### src/rtl/switch_debouncer_pkg.sv
// Shared constants for the slide-switch conditioning path.
package switch_pkg;

    localparam int SWT_WIDTH       = 8;
    localparam int SYNC_STAGES_DEF = 2;
    localparam int DEBOUNCE_SIM    = 4;
    localparam int DEBOUNCE_HW     = 1000000;  // 10 ms at 100 MHz

    function automatic int cnt_width(input int cycles);
        return $clog2(cycles + 1);
    endfunction

endpackage

### src/rtl/switch_debouncer_if.sv
// Switch word bundle: raw pins in, debounced word and edge pulses out.
interface switch_debouncer_if #(
    parameter int WIDTH = 8
);

    logic [WIDTH-1:0] swt_raw;
    logic [WIDTH-1:0] swt_db;
    logic [WIDTH-1:0] swt_rise;
    logic [WIDTH-1:0] swt_fall;
    logic             changed;

    modport master (
        output swt_raw,
        input  swt_db,
        input  swt_rise,
        input  swt_fall,
        input  changed
    );

    modport slave (
        input  swt_raw,
        output swt_db,
        output swt_rise,
        output swt_fall,
        output changed
    );

endinterface

### src/rtl/switch_debouncer_debounce_bit.sv
// One switch bit: synchroniser chain, stability counter, debounced flop and edge pulses.
module debounce_bit
    import switch_pkg::*;
#(
    parameter int   SYNC_STAGES     = SYNC_STAGES_DEF,
    parameter int   DEBOUNCE_CYCLES = DEBOUNCE_HW,
    parameter logic RESET_BIT       = 1'b0
) (
    input  logic clk,
    input  logic rst,
    input  logic raw,
    output logic db,
    output logic rise,
    output logic fall,
    output logic accept
);

    localparam int               CNT_W    = cnt_width(DEBOUNCE_CYCLES);
    localparam logic [CNT_W-1:0] CNT_LAST = CNT_W'(DEBOUNCE_CYCLES - 1);

    logic [SYNC_STAGES-1:0] sync_p;
    logic                   sync_out;
    logic [CNT_W-1:0]       cnt;
    logic [CNT_W-1:0]       cnt_nxt;

    // Synchroniser stage
    always_ff @(posedge clk or posedge rst) begin
        if (rst) begin
            sync_p <= '0;
        end else begin
            sync_p <= {sync_p[SYNC_STAGES-2:0], raw};
        end
    end

    assign sync_out = sync_p[SYNC_STAGES-1];

    // Any return to the accepted level drops the partial count
    always_comb begin
        cnt_nxt = '0;
        accept  = 1'b0;
        if (sync_out != db) begin
            if (cnt == CNT_LAST) begin
                accept = 1'b1;
            end else begin
                cnt_nxt = cnt + CNT_W'(1);
            end
        end
    end

    // Filter / output stage
    always_ff @(posedge clk or posedge rst) begin
        if (rst) begin
            cnt  <= '0;
            db   <= RESET_BIT;
            rise <= 1'b0;
            fall <= 1'b0;
        end else begin
            cnt  <= cnt_nxt;
            rise <= accept & sync_out;
            fall <= accept & ~sync_out;
            if (accept) begin
                db <= sync_out;
            end
        end
    end

endmodule

### src/rtl/switch_debouncer.sv
// Debounces every slide switch independently and flags any accepted change.
module switch_debouncer
    import switch_pkg::*;
#(
    parameter int               WIDTH           = SWT_WIDTH,
    parameter int               SYNC_STAGES     = SYNC_STAGES_DEF,
    parameter int               DEBOUNCE_CYCLES = DEBOUNCE_HW,
    parameter logic [WIDTH-1:0] RESET_VAL       = '0
) (
    input  logic            clk,
    input  logic            rst,
    switch_debouncer_if.slave bus
);

    logic [WIDTH-1:0] db;
    logic [WIDTH-1:0] rise;
    logic [WIDTH-1:0] fall;
    logic [WIDTH-1:0] accept;
    logic             changed_q;

    for (genvar i = 0; i < WIDTH; i++) begin : g_bit
        debounce_bit #(
            .SYNC_STAGES     (SYNC_STAGES),
            .DEBOUNCE_CYCLES (DEBOUNCE_CYCLES),
            .RESET_BIT       (RESET_VAL[i])
        ) u_bit (
            .clk    (clk),
            .rst    (rst),
            .raw    (bus.swt_raw[i]),
            .db     (db[i]),
            .rise   (rise[i]),
            .fall   (fall[i]),
            .accept (accept[i])
        );
    end

    // Registered from the accept strobes so it lines up with the per-bit pulses
    always_ff @(posedge clk or posedge rst) begin
        if (rst) begin
            changed_q <= 1'b0;
        end else begin
            changed_q <= |accept;
        end
    end

    assign bus.swt_db   = db;
    assign bus.swt_rise = rise;
    assign bus.swt_fall = fall;
    assign bus.changed  = changed_q;

endmodule

### src/flat_wrapper.sv
// flat-port wrapper written by rule: the top's interface ports become plain ports
module switch_debouncer_flat import switch_pkg::*;
#(
    parameter int               WIDTH           = SWT_WIDTH,
    parameter int               SYNC_STAGES     = SYNC_STAGES_DEF,
    parameter int               DEBOUNCE_CYCLES = DEBOUNCE_HW,
    parameter logic [WIDTH-1:0] RESET_VAL       = '0
)
  (clk, rst, bus_swt_raw, bus_swt_db, bus_swt_rise, bus_swt_fall, bus_changed);
  switch_debouncer_if #(.WIDTH(WIDTH)) bus_i ();
  input  logic clk;
  input  logic rst;
  input wire logic [$bits(bus_i.swt_raw)-1:0] bus_swt_raw;
  output wire logic [$bits(bus_i.swt_db)-1:0] bus_swt_db;
  output wire logic [$bits(bus_i.swt_rise)-1:0] bus_swt_rise;
  output wire logic [$bits(bus_i.swt_fall)-1:0] bus_swt_fall;
  output wire logic [$bits(bus_i.changed)-1:0] bus_changed;
  assign bus_i.swt_raw = bus_swt_raw;
  assign bus_swt_db = bus_i.swt_db;
  assign bus_swt_rise = bus_i.swt_rise;
  assign bus_swt_fall = bus_i.swt_fall;
  assign bus_changed = bus_i.changed;
  switch_debouncer #(.WIDTH(WIDTH), .SYNC_STAGES(SYNC_STAGES), .DEBOUNCE_CYCLES(DEBOUNCE_CYCLES), .RESET_VAL(RESET_VAL)) u_core (.clk(clk), .rst(rst), .bus(bus_i));
endmodule
### config.mk
export PLATFORM = sky130hd
export DESIGN_NAME = switch_debouncer_flat
export DESIGN_NICKNAME = d
export VERILOG_FILES = /design/src/rtl/switch_debouncer_pkg.sv /design/src/rtl/switch_debouncer_if.sv /design/src/rtl/switch_debouncer_debounce_bit.sv /design/src/rtl/switch_debouncer.sv /design/src/flat_wrapper.sv
export SDC_FILE = /design/constraint.sdc
export NUM_CORES = 1
export LEC_CHECK = 0
export BUFFER_PORTS_ARGS = -buffer_cell sky130_fd_sc_hd__buf_2
export CAP_MARGIN = 20
export CORE_ASPECT_RATIO = 0.6
export CORE_MARGIN = 5
export CORE_UTILIZATION = 56
export DETAILED_ROUTE_END_ITERATION = 7
export PLACE_DENSITY = 0.76
export SKIP_LAST_GASP = 1
export SLEW_MARGIN = 25
export SYNTH_ARGS = -nofsm -noshare
export SYNTH_HDL_FRONTEND = slang
export SYNTH_SLANG_ARGS = --single-unit
### constraint.sdc
create_clock -name clk -period 7.69 [get_ports clk]
set_input_delay 1.9225 -clock clk [delete_from_list [all_inputs] [get_ports clk]]
set_output_delay 1.9225 -clock clk [all_outputs]
set_load 0.01 [all_outputs]
==> metrics.log, run 1 <==
INFO  metric hpwlAfterDp = 11.1 mm
INFO  metric post_synth_mux_area_share = 1.09%
INFO  metric endpoint_kind = output port
INFO  metric timing.critical_path.fanout_max = 6
INFO  metric dominantRegCellSynth = sky130_fd_sc_hd__dfrtp_1
INFO  metric antenna_left = 0
INFO  metric crit_path_cell_trace = buf_2
INFO  metric viasPerCell = 5.20
INFO  metric wire_length_of_the_first_global_routing_pass = 29.0 mm
INFO  metric detailedRoute.firstIterationViolations = 564
INFO  metric r2r.worst_path.cells = 6
INFO  metric design.die.area = 19,400 um^2
INFO  metric synthesized_area_fraction_occupied_by_and_or_nand_nor_cells = 25.4%
INFO  metric clk_pin_slew = 0.06 ns
INFO  metric antenna_cells_inserted = 0
INFO  metric tritoncts_clock_tree = yes
INFO  metric number_of_rows_created_at_floorplan = 36
INFO  metric worst-slew-pin-transition = 0.875 ns
INFO  metric timing.critical_path.from_type = flip-flop
INFO  metric synth_top_cells_by_area = sky130_fd_sc_hd__dfrtp_1 54%, sky130_fd_sc_hd__xnor2_1 8.3%, sky130_fd_sc_hd__nor2_1 7.6%, sky130_fd_sc_hd__xor2_1 6.3%, sky130_fd_sc_hd__nand3_1 3.1%
INFO  metric io_buffers = 34
INFO  metric syn_inst = 896
INFO  metric detail_route.wl_per_cell = 14.5 um
INFO  metric cellLeakagePower = 0.00444 uW
INFO  metric syn_to_final_growth = 8.98%
INFO  metric tritoncts.num_buffers = 19
INFO  metric source_of_the_worst_register_to_register_timing_path = u_core.g_bit[2].u_bit.cnt[0]$_DFF_PP0_
INFO  metric layout.nets = 934
INFO  metric synth-seq-cells = 201
INFO  metric worst_path_dominant_cell_family = flip-flops
INFO  metric report.final.setup_viol = 0
INFO  metric drc_violations = 0
INFO  metric vdd.ir_drop.worst = 0.127 mV
INFO  metric critPathBufInv = 1
INFO  metric timing.critical_path.slowest_stage_cell = sky130_fd_sc_hd__dfrtp_1
INFO  metric grt_antenna_before_repair = 0
INFO  metric syn-mean-instance-area = 10.4 um^2
INFO  metric worst_slew_margin_rel = 41.1%
INFO  metric maxSlewViolCount = 0
INFO  metric hold_buf_count_cts = 0
INFO  metric timing.rr.end = u_core.bus.changed$_DFF_PP0_
INFO  metric cts.path.max_buffers = 3
INFO  metric holdPathEnd = u_core.g_bit[3].u_bit.sync_p[1]$_DFF_PP0_
INFO  metric drt_wl_total = 16.7 mm
INFO  metric synth-adder-area-share = 1.07%
INFO  metric syn_nets = 914
INFO  metric areal_power_density_over_the_cells = 206 nW/um^2
INFO  metric post_route_cells_drive_above_1_share = 10.6%
INFO  metric grt_setup_unrepaired = false
INFO  metric criticalPathCategory = reg2out
INFO  metric yosys_warnings = 0
INFO  metric fin_setup_tns = 0 ns
INFO  metric compound_cell_area_share_of_the_yosys_netlist = 0.255%
INFO  metric max_stage_delay = 0.46 ns
INFO  metric cts-root-buf = sky130_fd_sc_hd__clkbuf_16
INFO  metric io-pin-count = 35
INFO  metric synth_area_leader_cell = sky130_fd_sc_hd__dfrtp_1
INFO  metric register_to_register_setup_slack = 5.44 ns
INFO  metric die_width = 177 um
INFO  metric clock_tree.htree_level_count = 1
INFO  metric final.setup_skew = 0.00843 ns
INFO  metric seq_area_frac_synth = 53.9%
INFO  metric yosys.area_share.xor_xnor = 14.5%
INFO  metric synth.cells.most_frequent = 201 x sky130_fd_sc_hd__dfrtp_1, 188 x sky130_fd_sc_hd__nor2_1, 88 x sky130_fd_sc_hd__xnor2_1, 67 x sky130_fd_sc_hd__xor2_1, 57 x sky130_fd_sc_hd__nand3_1
INFO  metric synth.cell_area = 9340 um^2
INFO  metric number_of_flops_mapped_to_enable_cells_by_yosys = 0
INFO  metric worst-endpoint-required = 5.77 ns
INFO  metric finalCoreUtilization = 62.4%
INFO  metric min_path_cells = 0
INFO  metric holdCritStartpoint = u_core.g_bit[3].u_bit.sync_p[0]$_DFF_PP0_
INFO  metric first_global_vias = 5,870
INFO  metric most_numerous_cell_in_the_yosys_netlist = sky130_fd_sc_hd__dfrtp_1
INFO  metric largest_family_of_logic_cells_by_synthesized_area = simple AND/OR/NAND/NOR gates
INFO  metric postCtsResizedCells = 0
INFO  metric gp_congestion = 0.822
INFO  metric track_usage = 17.9%
INFO  metric initial_utilization = 57.3%
INFO  metric post_layout_minimum_cycle_time = 3.04 ns
INFO  metric die_height = 110 um
INFO  metric cts.sinks = 201
INFO  metric buffers_inserted_during_post_cts_setup_optimization = 0
INFO  metric synthArstFlopShare = 100%
INFO  metric post_synth_num_cell_types = 43
INFO  metric fmax = 328 MHz
INFO  metric min_period_over_period = 39.6%
INFO  metric core_area = 16,300 um^2
INFO  metric overflow_left_after_global_routing = 0
INFO  metric drv.max_cap_violation_count = 0
INFO  metric synth_largest_type_area_fraction = 53.9%
INFO  metric clk_latency = 0.48 ns
INFO  metric cp.arrival = 1.12 ns
INFO  metric run_status = finished, final reports clean
INFO  metric grt_max_degree = 121
INFO  metric num_vias = 6,001
INFO  metric timing.final.hold_violations = 0
INFO  metric worstHoldPathType = reg2reg
INFO  metric drt_pass1_iterations = 4
sequential cells by signal (all words and copies together) (netlist names):
signal	count
u_core.g_bit.u_bit.db	8
u_core.g_bit.u_bit.rise	8
u_core.g_bit.u_bit.fall	8
u_core.bus.changed	1
u_core.g_bit.u_bit.sync_p	16
u_core.g_bit.u_bit.cnt	160
cell type report:
type                            instances  area (um^2)
Timing Repair Buffer                   35          181
Inverter                               21         86.3
Tap cell                              228          285
Clock inverter                          7         91.3
Multi-Input combinational cell        638         3960
Clock buffer                           24          544
Fill cell                            1334         6130
Sequential cell                       201         5030
power breakdown:
| part | internal [uW] | total [uW] | leakage [uW] | switching (uW) |
|---|---|---|---|---|
| Combinational | 15.7 | 59.0 | 0.00137 | 43.3 |
| Clock | 567 | 954 | 0.000315 | 387 |
| Sequential | 1070 | 1090 | 0.00275 | 14.8 |
| Total | 1650 | 2100 | 0.00444 | 445 |
cell families (layout without fill, tap and decap cells):
group	Yosys count	after routing
AO/OA/AOI/OAI	4	4
XOR/XNOR	155	155
adder cells (fa/ha/maj)	8	8
buffers and inverters	57	87
flip-flops	201	201
multiplexers	8	8
AND/OR/NAND/NOR	463	463
how the worst max path moves through the flow:
stage / cells past startpoint / start / endpoint
3_5_place_dp: 3 / rst / u_core.g_bit[1].u_bit.cnt[18]$_DFF_PP0_
3_3_place_gp: 3 / rst / u_core.g_bit[1].u_bit.cnt[5]$_DFF_PP0_
2_1_floorplan: 1 / rst / u_core.bus.changed$_DFF_PP0_
4_1_cts: 3 / rst / u_core.g_bit[0].u_bit.cnt[3]$_DFF_PP0_
5_1_grt: 1 / u_core.g_bit[4].u_bit.db$_DFFE_PP0P_ / bus_swt_db[4]
6_report: 1 / u_core.g_bit[4].u_bit.db$_DFFE_PP0P_ / bus_swt_db[4]
placed cells by master (no fill, tap or decap), drive strengths merged, types with 2 or more instances in the layout:
master  Yosys  layout
o22ai       3       3
clkbuf      2      24
mux2        8       8
nand2      58      58
or4b        2       2
and2        5       5
or3         2       2
nand4      26      26
or2         3       3
buf        34      35
nor2b       3       3
nor2      188     188
bufinv      0       2
nor4       12      12
xor2       67      67
inv        21      22
xnor2      88      88
ha          8       8
and3       23      23
nor3b      18      18
clkinv      0       3
or4        16      16
nor3       26      26
and4       14      14
dfrtp     201     201
nor4b       3       3
nand3      60      60
metrics by stage:
stage	worst slack (ns)	std cells	total power, uW	hold slack, ns	area [um^2]
after floorplan	0.285	896	1150	0.331	9340
after global placement	3.99	1123	1170	0.332	9540
after detailed placement	3.99	1123	1170	0.336	9540
after CTS	4.50	1154	2130	0.350	10200
after global routing	4.57	1154	2180	0.352	10200
final	4.65	1154	2100	0.347	10200
metal layers:
layer / part of all wire, % / GRT usage [%] / vias to the layer above
met5: 0 / 0 / -
met4: 1.6 / 3.59 / 0
met3: 3.9 / 3.10 / 24
met2: 40 / 24.7 / 90
met1: 55 / 29.5 / 2861
li1: - / - / 3026
Note: power is estimated with default switching activity, not from simulation.
==> run 2: changes to the inputs <==
--- a/config.mk
+++ b/config.mk
@@ -9,9 +9,9 @@
 export CAP_MARGIN = 20
 export CORE_ASPECT_RATIO = 0.6
 export CORE_MARGIN = 5
-export CORE_UTILIZATION = 56
+export CORE_UTILIZATION = 62
 export DETAILED_ROUTE_END_ITERATION = 7
-export PLACE_DENSITY = 0.76
+export PLACE_DENSITY = 0.8
 export SKIP_LAST_GASP = 1
 export SLEW_MARGIN = 25
 export SYNTH_ARGS = -nofsm -noshare
==> constraint.sdc (replaced) <==
create_clock -name clk -period 2.9 [get_ports clk]
set_input_delay 0.725 -clock clk [delete_from_list [all_inputs] [get_ports clk]]
set_output_delay 0.725 -clock clk [all_outputs]
set_load 0.01 [all_outputs]
==> run 2 against run 1 <==
Against the previous run: design area down 0.20%; sequential power rose to 2.6 times the previous value; power grew to 2.6 times the previous value; clock power rose to 2.6 times the previous value; core utilization increased by 7.0 points; die area decreased by 9.0%; sequential cell count did not move; sequential share of layout area increased by 0.097 points; first-iteration DRC count increased by 1.8%; wire length up 2.6%.
==> metrics.log, run 2 (synthesis gave the netlist of run 1 again) <==
INFO  metric placedCellCount = 1,095
INFO  metric grt_max_degree = 140
INFO  metric min_path_cells = 1
INFO  metric post_route_cells_drive_above_1_share = 10.8%
INFO  metric design.die.area = 17,700 um^2
INFO  metric fmax = 457 MHz
INFO  metric post_layout_minimum_cycle_time = 2.19 ns
INFO  metric worst_hold_slack = 0.335 ns
INFO  metric final_common_cell = sky130_fd_sc_hd__dfrtp_1
INFO  metric largest_reg_flops = 160
INFO  metric timing.critical_path.from_type = flip-flop
INFO  metric wire_length_of_the_first_global_routing_pass = 29.9 mm
INFO  metric drc_violations = 0
INFO  metric worst_slew_margin_rel = 47.9%
INFO  metric io-pin-count = 35
INFO  metric clk_pin_slew = 0.07 ns
INFO  metric die_height = 105 um
INFO  metric number_of_rows_created_at_floorplan = 34
INFO  metric layout.nets = 936
INFO  metric finalCoreUtilization = 69.4%
INFO  metric worst-slew-pin-transition = 0.781 ns
INFO  metric power_report.internal_total = 4330 uW
INFO  metric combinational_cell_fraction_of_total_power = 2.9%
INFO  metric cellLeakagePower = 0.00443 uW
INFO  metric hold_buf_count_cts = 0
INFO  metric io_buffers = 34
INFO  metric power_frac_clock = 45.3%
INFO  metric syn_to_final_growth = 8.76%
INFO  metric max_flop_register = u_core.g_bit.u_bit.cnt
INFO  metric endpoint_kind = flip-flop
INFO  metric vdd.ir_drop.worst = 0.491 mV
INFO  metric timing.critical_path.slowest_stage_cell = sky130_fd_sc_hd__nand2b_1
INFO  metric drt_pass1_iterations = 5
INFO  metric cts-root-buf = sky130_fd_sc_hd__clkbuf_16
INFO  metric detail_route.wl_per_cell = 15.2 um
INFO  metric r2r.worst_path.cells = 6
INFO  metric final-instance-count-excl-fill = 1,128
INFO  metric postCtsResizedCells = 0
INFO  metric max_stage_delay = 0.63 ns
INFO  metric areal_power_density_over_the_cells = 547 nW/um^2
INFO  metric run_status = finished, final reports clean
INFO  metric worst_path_dominant_cell_family = simple AND/OR/NAND/NOR gates
INFO  metric criticalPathCategory = reg2reg
INFO  metric netSwitchingFraction = 21.9%
INFO  metric worstHoldPathType = in2reg
INFO  metric worst-endpoint-required = 3.23 ns
INFO  metric cp_num_cells = 6
INFO  metric cts.sinks = 201
INFO  metric final.setup_skew = 0.0123 ns
INFO  metric core_area = 14,600 um^2
INFO  metric antenna_cells_inserted = 0
INFO  metric source_of_the_worst_register_to_register_timing_path = u_core.g_bit[3].u_bit.cnt[0]$_DFF_PP0_
INFO  metric netSwitchingPower = 1220 uW
INFO  metric report.final.setup_viol = 0
INFO  metric min_period_over_period = 75.5%
INFO  metric timing.critical_path.fanout_max = 19
INFO  metric overflow_left_after_global_routing = 0
INFO  metric mostFrequentLayoutCells = 201 x sky130_fd_sc_hd__dfrtp_1, 188 x sky130_fd_sc_hd__nor2_1, 88 x sky130_fd_sc_hd__xnor2_1, 67 x sky130_fd_sc_hd__xor2_1, 57 x sky130_fd_sc_hd__nand3_1
INFO  metric gp_congestion = 0.859
INFO  metric buffers_inserted_during_post_cts_setup_optimization = 0
INFO  metric clock_tree.htree_level_count = 1
INFO  metric cp.arrival = 2.52 ns
INFO  metric hpwlAfterDp = 11.4 mm
INFO  metric maxSlewViolCount = 0
INFO  metric crit_path_cell_trace = ha_1 -> and3_1 -> and3_1 -> nand4_1 -> nand2b_1 -> nor2_1
INFO  metric clk_latency = 0.49 ns
INFO  metric num_vias = 6,183
INFO  metric endpoint = u_core.g_bit[3].u_bit.cnt[19]$_DFF_PP0_
INFO  metric top_regs = u_core.g_bit.u_bit.cnt x160, u_core.g_bit.u_bit.sync_p x16
INFO  metric antenna_left = 0
INFO  metric die_width = 168 um
INFO  metric setup.worst_path.start = u_core.g_bit[3].u_bit.cnt[0]$_DFF_PP0_
INFO  metric grt_setup_unrepaired = false
INFO  metric viasPerCell = 5.48
INFO  metric tritoncts.num_buffers = 19
INFO  metric drv.max_cap_violation_count = 0
INFO  metric critPathBufInv = 0
INFO  metric first_global_vias = 6,059
INFO  metric tritoncts_clock_tree = yes
INFO  metric fin_setup_tns = 0 ns
INFO  metric detailedRoute.firstIterationViolations = 574
INFO  metric grt_antenna_before_repair = 0
INFO  metric cpMostUsedCell = sky130_fd_sc_hd__and3_1
INFO  metric initial_utilization = 63.8%
INFO  metric timing.rr.end = u_core.g_bit[3].u_bit.cnt[19]$_DFF_PP0_
INFO  metric part_of_the_power_in_registers = 51.8%
INFO  metric register_to_register_setup_slack = 0.71 ns
INFO  metric track_usage = 19.9%
INFO  metric cts.path.max_buffers = 3
INFO  metric drt_wl_total = 17.1 mm
INFO  metric timing.final.hold_violations = 0
-- run 2: changes by cell type in the layout (fill, tap and decap cells not counted), moves of 2 or more --
cell                         before  now
sky130_fd_sc_hd__clkbuf_1         0    2
sky130_fd_sc_hd__clkinvlp_4       1    4
sky130_fd_sc_hd__buf_4            0    2
sky130_fd_sc_hd__clkbuf_8         5    2
-- run 2: through the flow --
| stage | cell area [um^2] | total power (uW) | worst slack [ns] |
|---|---|---|---|
| after floorplan | 9340 | 3050 | -0.427 |
| after global placement | 9520 | 3090 | 0.770 |
| after detailed placement | 9520 | 3100 | 0.722 |
| after CTS | 10200 | 5610 | 0.674 |
| after global routing | 10200 | 5780 | 0.544 |
| final | 10200 | 5550 | 0.711 |
-- run 2: worst reg2reg max path, stage by stage (launching register included) --
cell	delay (ns)
sky130_fd_sc_hd__dfrtp_1	0.38
sky130_fd_sc_hd__ha_1	0.19
sky130_fd_sc_hd__and3_1	0.26
sky130_fd_sc_hd__and3_1	0.21
sky130_fd_sc_hd__nand4_1	0.21
sky130_fd_sc_hd__nand2b_1	0.63
sky130_fd_sc_hd__nor2_1	0.16
-- run 2: power by group through the flow --
stage / clock network (uW) / registers (uW) / logic [uW]
after detailed placement: 0 / 2930 / 165
after global routing: 2710 / 2880 / 187
after floorplan: 0 / 2920 / 128
after CTS: 2570 / 2880 / 166
final: 2510 / 2880 / 161
after global placement: 0 / 2930 / 162
-- run 2: layout make-up --
| cell class | count | area (um^2) |
|---|---|---|
| flip-flops and latches | 201 | 5030 |
| fillers | 1104 | 4480 |
| multi-input cells | 638 | 3960 |
| clock buffers | 23 | 510 |
| well taps | 198 | 248 |
| repair buffers | 37 | 205 |
| clock inverters | 10 | 123 |
| inverters | 21 | 82.6 |
-- run 2: metal layers --
layer / vias to the layer above / global-route usage (%) / routed length (um) / share of wire, %
li1: 3025 / - / - / -
met1: 3012 / 31.9 / 8890 / 52
met2: 123 / 29.0 / 7170 / 42
met3: 23 / 3.62 / 811 / 4.7
met4: 0 / 3.30 / 254 / 1.5
met5: - / 0 / 0 / 0
-- run 2: worst min path at each step --
| stage | start | to | slack (ns) |
|---|---|---|---|
| 2_1_floorplan | u_core.g_bit[0].u_bit.sync_p[0]$_DFF_PP0_ | u_core.g_bit[0].u_bit.sync_p[1]$_DFF_PP0_ | 0.33 |
| 3_3_place_gp | u_core.g_bit[3].u_bit.sync_p[0]$_DFF_PP0_ | u_core.g_bit[3].u_bit.sync_p[1]$_DFF_PP0_ | 0.33 |
| 3_5_place_dp | u_core.g_bit[7].u_bit.sync_p[0]$_DFF_PP0_ | u_core.g_bit[7].u_bit.sync_p[1]$_DFF_PP0_ | 0.34 |
| 4_1_cts | bus_swt_raw[6] | u_core.g_bit[6].u_bit.sync_p[0]$_DFF_PP0_ | 0.32 |
| 5_1_grt | bus_swt_raw[1] | u_core.g_bit[1].u_bit.sync_p[0]$_DFF_PP0_ | 0.32 |
| 6_report | bus_swt_raw[6] | u_core.g_bit[6].u_bit.sync_p[0]$_DFF_PP0_ | 0.34 |
